$ cat src/rtl/spi_arbiter.sv
// spi_arbiter: round-robin arbiter that shares a single spi_master parallel
// port between NUM_REQ requesters. It issues one word at a time, waits for
// the returned word (bounded by a timeout) and routes the response back to
// the requester that was granted.
`timescale 1ns/1ps
module spi_arbiter #(
   parameter int NUM_REQ          = 4,
   parameter int DATA_WIDTH       = 16,
   parameter int CHIP_SELECT_SIZE = 1,
   parameter int TIMEOUT_CYCLES   = 1024
) (
   input  logic                                  clk,
   input  logic                                  rst_n,
   input  logic                                  clk_en,
   input  logic [NUM_REQ-1:0]                    req_valid,
   input  logic [NUM_REQ*DATA_WIDTH-1:0]         req_data,
   input  logic [NUM_REQ*CHIP_SELECT_SIZE-1:0]   req_cs,
   output logic [NUM_REQ-1:0]                    req_ready,
   output logic [NUM_REQ-1:0]                    resp_valid,
   output logic [DATA_WIDTH-1:0]                 resp_data,
   output logic                                  resp_err,
   output logic [DATA_WIDTH-1:0]                 m_data_in,
   output logic                                  m_valid_data_in,
   input  logic                                  m_ready,
   input  logic [DATA_WIDTH-1:0]                 m_data_out,
   input  logic                                  m_valid_data_out,
   output logic [CHIP_SELECT_SIZE-1:0]           m_cs_sel,
   output logic                                  busy,
   output logic [$clog2(NUM_REQ)-1:0]            grant_id
);

   localparam int GW = $clog2(NUM_REQ);
   // One extra bit so the timer can step one past the limit without wrapping
   // (happens when m_ready arrives exactly on the last ISSUE cycle).
   localparam int TW = $clog2(TIMEOUT_CYCLES) + 1;

   typedef enum logic [1:0] {
      IDLE      = 2'd0,
      ISSUE     = 2'd1,
      WAIT_RESP = 2'd2,
      RESPOND   = 2'd3
   } state_t;

   state_t                      state_q, state_d;
   logic [GW-1:0]               last_grant_q, last_grant_d;
   logic [GW-1:0]               grant_id_q, grant_id_d;
   logic [TW-1:0]               timer_q, timer_d;
   logic [NUM_REQ-1:0]          req_ready_q, req_ready_d;
   logic [NUM_REQ-1:0]          resp_valid_q, resp_valid_d;
   logic [DATA_WIDTH-1:0]       resp_data_q, resp_data_d;
   logic                        resp_err_q, resp_err_d;
   logic [DATA_WIDTH-1:0]       m_data_in_q, m_data_in_d;
   logic                        m_valid_q, m_valid_d;
   logic [CHIP_SELECT_SIZE-1:0] m_cs_sel_q, m_cs_sel_d;
   logic                        busy_q, busy_d;

   // Unpacked views of the flat per-requester buses.
   logic [DATA_WIDTH-1:0]       req_word [NUM_REQ];
   logic [CHIP_SELECT_SIZE-1:0] req_sel  [NUM_REQ];

   generate
      for (genvar gi = 0; gi < NUM_REQ; gi++) begin : g_unpack
         assign req_word[gi] = req_data[gi*DATA_WIDTH +: DATA_WIDTH];
         assign req_sel[gi]  = req_cs[gi*CHIP_SELECT_SIZE +: CHIP_SELECT_SIZE];
      end
   endgenerate

   logic          pick_found;
   logic [GW-1:0] pick_idx;
   logic          timeout_hit;

   assign timeout_hit = (timer_q >= TW'(TIMEOUT_CYCLES - 1));

   // Round-robin pick: scan offsets from the far end back toward last_grant+1
   // so the nearest pending requester after the last grant overwrites the rest.
   always_comb begin
      int cand;
      cand       = 0;
      pick_found = 1'b0;
      pick_idx   = '0;
      for (int k = NUM_REQ; k >= 1; k--) begin
         cand = int'(last_grant_q) + k;
         if (cand >= NUM_REQ) begin
            cand = cand - NUM_REQ;
         end
         if (req_valid[GW'(cand)]) begin
            pick_found = 1'b1;
            pick_idx   = GW'(cand);
         end
      end
   end

   // Next-state and next-output computation for the transaction sequencer.
   always_comb begin
      state_d      = state_q;
      last_grant_d = last_grant_q;
      grant_id_d   = grant_id_q;
      timer_d      = timer_q;
      req_ready_d  = '0;
      resp_valid_d = '0;
      resp_data_d  = resp_data_q;
      resp_err_d   = resp_err_q;
      m_data_in_d  = m_data_in_q;
      m_valid_d    = m_valid_q;
      m_cs_sel_d   = m_cs_sel_q;

      case (state_q)
         IDLE: begin
            if (pick_found) begin
               grant_id_d            = pick_idx;
               req_ready_d[pick_idx] = 1'b1;
               m_data_in_d           = req_word[pick_idx];
               m_cs_sel_d            = req_sel[pick_idx];
               m_valid_d             = 1'b1;
               timer_d               = '0;
               state_d               = ISSUE;
            end
         end
         ISSUE: begin
            timer_d = timer_q + TW'(1);
            // Acceptance by the master beats a coincident timeout.
            if (m_ready) begin
               m_valid_d = 1'b0;
               state_d   = WAIT_RESP;
            end else if (timeout_hit) begin
               m_valid_d                = 1'b0;
               resp_data_d              = '0;
               resp_err_d               = 1'b1;
               resp_valid_d[grant_id_q] = 1'b1;
               state_d                  = RESPOND;
            end
         end
         WAIT_RESP: begin
            timer_d = timer_q + TW'(1);
            if (m_valid_data_out) begin
               resp_data_d              = m_data_out;
               resp_err_d               = 1'b0;
               resp_valid_d[grant_id_q] = 1'b1;
               state_d                  = RESPOND;
            end else if (timeout_hit) begin
               m_valid_d                = 1'b0;
               resp_data_d              = '0;
               resp_err_d               = 1'b1;
               resp_valid_d[grant_id_q] = 1'b1;
               state_d                  = RESPOND;
            end
         end
         RESPOND: begin
            last_grant_d = grant_id_q;
            m_cs_sel_d   = '0;
            state_d      = IDLE;
         end
         default: begin
            state_d = IDLE;
         end
      endcase

      busy_d = (state_d != IDLE);
   end

   // State and output registers; everything holds while clk_en is low.
   always_ff @(posedge clk or negedge rst_n) begin
      if (!rst_n) begin
         state_q      <= IDLE;
         last_grant_q <= GW'(NUM_REQ - 1);
         grant_id_q   <= '0;
         timer_q      <= '0;
         req_ready_q  <= '0;
         resp_valid_q <= '0;
         resp_data_q  <= '0;
         resp_err_q   <= 1'b0;
         m_data_in_q  <= '0;
         m_valid_q    <= 1'b0;
         m_cs_sel_q   <= '0;
         busy_q       <= 1'b0;
      end else if (clk_en) begin
         state_q      <= state_d;
         last_grant_q <= last_grant_d;
         grant_id_q   <= grant_id_d;
         timer_q      <= timer_d;
         req_ready_q  <= req_ready_d;
         resp_valid_q <= resp_valid_d;
         resp_data_q  <= resp_data_d;
         resp_err_q   <= resp_err_d;
         m_data_in_q  <= m_data_in_d;
         m_valid_q    <= m_valid_d;
         m_cs_sel_q   <= m_cs_sel_d;
         busy_q       <= busy_d;
      end
   end

   assign req_ready       = req_ready_q;
   assign resp_valid      = resp_valid_q;
   assign resp_data       = resp_data_q;
   assign resp_err        = resp_err_q;
   assign m_data_in       = m_data_in_q;
   assign m_valid_data_in = m_valid_q;
   assign m_cs_sel        = m_cs_sel_q;
   assign busy            = busy_q;
   assign grant_id        = grant_id_q;

endmodule

$ cat config.mk
export PLATFORM = sky130hd
export DESIGN_NAME = spi_arbiter
export DESIGN_NICKNAME = d
export VERILOG_FILES = /design/src/rtl/spi_arbiter.sv
export SDC_FILE = /design/constraint.sdc
export NUM_CORES = 1
export LEC_CHECK = 0
export ABC_CLOCK_PERIOD_IN_PS = 2100
export CAP_MARGIN = 10
export CORE_ASPECT_RATIO = 1.25
export CORE_UTILIZATION = 38
export CTS_CLUSTER_SIZE = 8
export DETAILED_ROUTE_END_ITERATION = 10
export PLACE_DENSITY = 0.77
export SLEW_MARGIN = 10
export SYNTH_ARGS = -nofsm -noshare
export SYNTH_HDL_FRONTEND = slang
export SYNTH_SLANG_ARGS = --single-unit
$ cat constraint.sdc
create_clock -name clk -period 2.1 [get_ports clk]
set_clock_uncertainty 0.15 [all_clocks]
set_input_delay 0.315 -clock clk [delete_from_list [all_inputs] [get_ports clk]]
set_output_delay 0.315 -clock clk [all_outputs]
set_load 0.02 [all_outputs]
After elaboration in Yosys (flattened, before gate mapping)

Cells that the tools add are included.

Flip-flop bits (word level): 61
Input port bits: 93
Output and inout port bits: 46
Word-level logic and storage cells: 119

Add/subtract/negate cells: 9
Magnitude comparators: 14
Equal/unequal tests: 6
Muxes and demuxes: 62
Bitwise gates (word level): 1
Reduce and logical (&&, ||, !) cells: 15

Operators by type and width:

| operator              | number |
|---|---|
| $mux 16               | 5 |
| $bmux 16 s2           | 1 |
| $pmux 16 s2           | 1 |
| $mux 1                | 24 |
| $mux 2                | 12 |
| $pmux 11 s2           | 1 |
| $mux 4                | 5 |
| $lt 2x4->1 const B    | 4 |
| $ge 3x3->1 const B    | 4 |
| $reduce_and 3->1      | 4 |
| $add 11x1->11 const B | 1 |
| $ge 11x10->1 const B  | 1 |
| $mux 11               | 1 |
| $bmux 1 s2            | 5 |
| $pmux 2 s4            | 1 |
| $pmux 4 s2            | 1 |
| $reduce_bool 2->1     | 4 |
| $sub 2x1->2 const B   | 4 |
| $add 2x2->3 const B   | 2 |
| $lt 2x3->1 const B    | 2 |
| $ne 2x2->1 const B    | 3 |
| $add 2x3->4 const B   | 1 |
| $demux 1 s2           | 2 |
| $eq 2x2->1 const B    | 2 |
| other kinds (13)      | 16 |

Depth between registers and ports, before layout

Word-level depth: 16
Mapped depth: 8
Mapped depth without buffers: 7

Least setup slack after synthesis

OpenSTA, ideal clock, no wires.

Path type: register -> register
Start: reg state_q[1]
End: reg timer_q[5]
Library setup time: 137 ps
Data arrival time: 1970 ps
Data required time: 1813 ps
Setup slack: -157 ps
Cell stages (with the launch flop): 9
Path buffers: 1
Clock period less this slack: 2257 ps
Cell sequence: dfrtp_1 inv_1 ha_1 buf_2 nor2_1 a2111oi_0 nand4_1 xor2_1 nor2_1

Cells in the longest elaborated chain, start to end: 4
Elaborated cells between the ends (all ways): 8
Classes of those cells: eq/ne: 3; mux: 1; reduce/logical: 4

RTL lines:

| what                                     | RTL line | source |
|---|---|---|
| start: declaration                       | 44       | `state_t state_q, state_d;` |
| start signal: assignment                 | 177      | `state_q <= state_d;` |
| $eq 2x2->1 or $eq 2x1->1 (tied branches) | 107      | `case (state_q)` |
| $reduce_or 2->1 (no line)                | -        |  |
| $reduce_bool 2->1 (no line)              | -        |  |
| $reduce_and 3->1 (no line)               | -        |  |
| end signal: assignment                   | 180      | `timer_q <= timer_d;` |
| end: declaration                         | 47       | `logic [TW-1:0] timer_q, timer_d;` |

Parallel ways exist; a longest one is shown, timed or not.
A chain may end at the register's enable or synchronous reset.

Worst setup path in the final report

Start: reg timer_q[7]
End: reg resp_data_q[15], in the netlist resp_data[15]

Cells in the longest elaborated chain, start to end: 4
Elaborated cells between the ends (all ways): 5
Classes of those cells: order compare: 1; mux: 4

RTL lines:

| what                              | RTL line | source |
|---|---|---|
| $ge 11x10->1 (*)                  | 72       | `assign timeout_hit = (timer_q >= TW'(TIMEOUT_CYCLES - 1));` |
| $mux 16 (*)                       | -        |  |
| $mux 16, on equally long branches | -        |  |
| $pmux 16 s2 (*)                   | -        |  |
| end signal: assignment            | 183      | `resp_data_q <= resp_data_d;` |
| end: declaration                  | 50       | `logic [DATA_WIDTH-1:0] resp_data_q, resp_data_d;` |

Mark *: on every way between the ends. The rest lies on a longest branch, timed or not. The select of a mux whose other input is x is not followed.

==> impl_summary.txt <==
----------------------------------------------------
[Synthesis]
  Number of enable-type register cells in the synthesized netlist ... 0
  Count of mapped cells out of synthesis ... 294
  Synthesis warning total ... 0
  Async set-or-reset flop fraction in the synthesized netlist ... 100%
  Net Count, Synth ... 392
  Number of distinct library cells after synthesis ... 45
  Most common cell in the synthesized netlist ... sky130_fd_sc_hd__dfrtp_1
  Average size of a mapped cell ... 10.7 µm²
  Share of the yosys chip area belonging to registers ... 48.6%
  Top_reg_cell synth ... sky130_fd_sc_hd__dfrtp_1
  Cell types with the highest counts after synthesis ... sky130_fd_sc_hd__dfrtp_1 (59), sky130_fd_sc_hd__nand2_1 (38), sky130_fd_sc_hd__mux2i_1 (34)
  Register bit total from synthesis ... 61
  Cell type with the largest total area after synthesis ... sky130_fd_sc_hd__dfrtp_1
  Top cell type's share of synthesized area ... 46.9%
  Largest cells by area after synthesis ... sky130_fd_sc_hd__dfrtp_1 (47%), sky130_fd_sc_hd__mux2i_1 (11%), sky130_fd_sc_hd__a22o_1 (4.7%)
  Post-synthesis instance area ... 0.00315 mm²

[Global route]
  Via count of the first global-routing pass ... 3131
  Routing usage on met1 ... 25.6%
  Most used routing layer ... met2
  Maximum number of pins on one net before global-route repair ... 62
  Met3 routing resource usage after global routing ... 5.58%
  Congestion Overflow GR ... 0
  Met2 Track Usage GR ... 38.1%
  Antenna violations before repair ... 0
  Global router's overall resource usage ... 22.1%
  Wire length of the first global-routing pass ... 15100 µm

[Cells and area]
  Layout overhead on the synthesized area ... 64.4%
  Fraction of the core area covered by cells at the end of the flow ... 65.2%
  Fraction of layout cells with a size suffix above 1 ... 15.2%
  Final #Nets ... 566
  Area of all placed cells without fillers ... 0.00517 mm²
  Final antenna diode count ... 0

[Timing]
  Hold Worst Slack ... 0.333 ns
  Count of final hold-check violations ... 0
  Final critical-path share of the clock period ... 95.3%
  Max-slew violation count ... 0
  Final count of negative-setup-slack endpoints ... 0
  Relative max-transition margin ... 72.6%
  Maximum clock frequency ... 0.500 GHz
  Setup Total Neg Slack ... 0 ns
  RSZ-0062 raised after global routing ... true
  Minimum clock period ... 2.00 ns
  Slew of the pin with the lowest slew margin ... 0.411 ns

[Floorplanning]
  I/O pin total ... 139
  Die Footprint ... 0.00865 mm²
  Die Wd ... 83.4 µm
  Floorplan Core Area ... 0.00793 mm²
  Std-Cell Rows ... 36
  Die Height ... 104 µm
  Starting Density ... 39.7%

[Place]
  Routability Congestion ... 0.856
  Placed wire-length estimate after detailed placement ... 6700 µm
  Placement Cell Area ... 0.00492 mm²
  Count of buffers from port buffering ... 138

[Clocking]
  Buffer levels on the longest clock path ... 2
  Number of buffers inserted during clock tree synthesis ... 9
  H-tree levels ... 3
  CTS clock-pin slew for the worst setup and hold paths ... 0.08 ns
  Insertion delay of the later-clocked pin in the worst-skew pair ... 0.35 ns
  Cell chosen for the clock root ... sky130_fd_sc_hd__clkbuf_8
  TritonCTS clock tree ... yes
  CTS sink count ... 61

[Min path]
  Tightest Hold Check Type ... primary input to async pin

[Setup path]
  Class of the most critical setup path ... register to register
  Required time worst endpoint ... 2.19 ns
  Capturing element type of the critical path ... register
  Cell Chain, Critical Path ... nand4_1 > o31ai_4 > nor2_1 > or3_1 > buf_4 > a22o_1
  Slowest cell delay on critical path ... 0.40 ns
  Arrival time of data at the critical path endpoint ... 2.09 ns
  Worst-path maximum fanout ... 16
  Critical Path Source Type ... register
  Critical Path Slowest Stage Cell ... sky130_fd_sc_hd__dfrtp_1

[Power and ir drop]
  Power density over the cells ... 1240 mW/mm²
  Peak supply drop ... 0.840 mV
  Total power draw ... 6.41 mW
  Leakage dissipation ... 2.31 nW

[Route]
  DRT iter0 DRCs ... 187
  Antenna-violating nets left ... 0
  1st-pass router iterations ... 4
  Final Routed Wirelength ... 8900 µm
  DRC errors left ... 0
  Total vias in the final route ... 3005
  Routed wire length per instance ... 15.7 µm
  Via-to-Cell Ratio ... 5.29

[Run status]
  Outcome ... finished clean

[Job]
  Total of max-cap violations ... 0

----------------------------------------------------
## report_power, final
| group | internal [mW] | switching, mW |
|---|---|---|
| clock | 0.431 | 0.510 |
| sequential | 1.66 | 0.322 |
| combinational | 1.80 | 1.69 |
| total | 3.89 | 2.52 |
## through the flow
step	cells	setup slack, ns
3_5_place_dp	545	-0.322
6_report	568	0.0992
3_3_place_gp	545	-0.271
5_1_grt	568	-0.0202
4_1_cts	562	0.0430
2_1_floorplan	294	0.0566
## layer usage
layer | part of all wire (%) | routed length (µm) | vias up
met4 | 2.4 | 212 | 0
li1 | - | - | 1438
met2 | 52 | 4590 | 114
met3 | 5.7 | 503 | 22
met5 | 0 | 0 | -
met1 | 40 | 3600 | 1431
## registers in the layout, indices dropped and copies added, names as in the netlist
register and flops:
m_valid_data_in 1, timer_q 11, grant_id 2, state_q 2, busy 1, m_data_in 16
req_ready 4, m_cs_sel 1, resp_data 16, last_grant_q 2, resp_valid 4, resp_err 1
## final timing paths
kind / start / to / slack, ns / cells past startpoint
worst max register to register: timer_q[7] / resp_data[15] / 0.1 / 6
max in group asynchronous: rst_n / timer_q[3] / 1.15 / 3
min in group clk: m_data_in[15] / m_data_in[15] / 0.34 / 2
worst min-delay path: rst_n / state_q[1] / 0.33 / 3
worst min register to register: m_data_in[15] / m_data_in[15] / 0.34 / 2
worst max-delay path: timer_q[7] / resp_data[15] / 0.1 / 6
## cell type report
| cell class | instances | area, µm² |
|---|---|---|
| Inverter | 9 | 33.8 |
| Clock inverter | 7 | 50.0 |
| Clock buffer | 9 | 124 |
| Fill cell | 627 | 2760 |
| Timing Repair Buffer | 180 | 1780 |
| Multi-Input combinational cell | 207 | 1530 |
| Sequential cell | 61 | 1530 |
| Tap cell | 95 | 119 |
## cell usage in the layout, fill, tap and decap left out, drive strengths merged, types with 2 or more instances in the layout
cell | synthesis | routed
nor3 | 2 | 2
nand4 | 4 | 4
nand4b | 3 | 3
mux2 | 3 | 3
inv | 9 | 10
nor2 | 18 | 18
o221ai | 16 | 16
nand2b | 6 | 6
nand2 | 38 | 38
o2bb2ai | 7 | 7
a21oi | 8 | 8
a21o | 2 | 2
clkinv | 0 | 6
nor2b | 2 | 2
clkdlybuf4s50 | 0 | 137
clkbuf | 6 | 9
o22ai | 3 | 3
o21ai | 10 | 10
a22o | 17 | 17
or3 | 3 | 3
ha | 5 | 5
nand3 | 3 | 3
nand3b | 2 | 2
xnor2 | 2 | 2
xor2 | 5 | 5
mux2i | 34 | 34
dfrtp | 59 | 59
a32o | 2 | 2
dfstp | 2 | 2
buf | 11 | 42
## cell families (layout without fill, tap and decap cells)
family,after synthesis,after routing,synth area share [%]
XOR/XNOR,7,7,1.95
multiplexers,37,37,11.9
adder cells (fa/ha/maj),5,5,1.99
flip-flops,61,61,48.6
AO/OA/AOI/OAI,73,73,18.4
AND/OR/NAND/NOR,85,85,13.1
buffers and inverters,26,205,4.06
## worst max-delay path, delay by kind of cell, from the launching register on
family	cells	cell delay, ns
simple gates	3	0.59
compound gates	2	0.56
flops	1	0.40
buf+inv	1	0.20
## what timing repair did
| item | CTS | global route |
|---|---|---|
| hold buffers | 1 | 0 |
| endpoints found under the setup margin | 0 | 26 |
| gates resized for setup | 0 | 6 |
| buffers inserted | 0 | 6 |
| hold endpoints to repair | 59 | 0 |
Note: power is estimated with default switching activity, not from simulation.
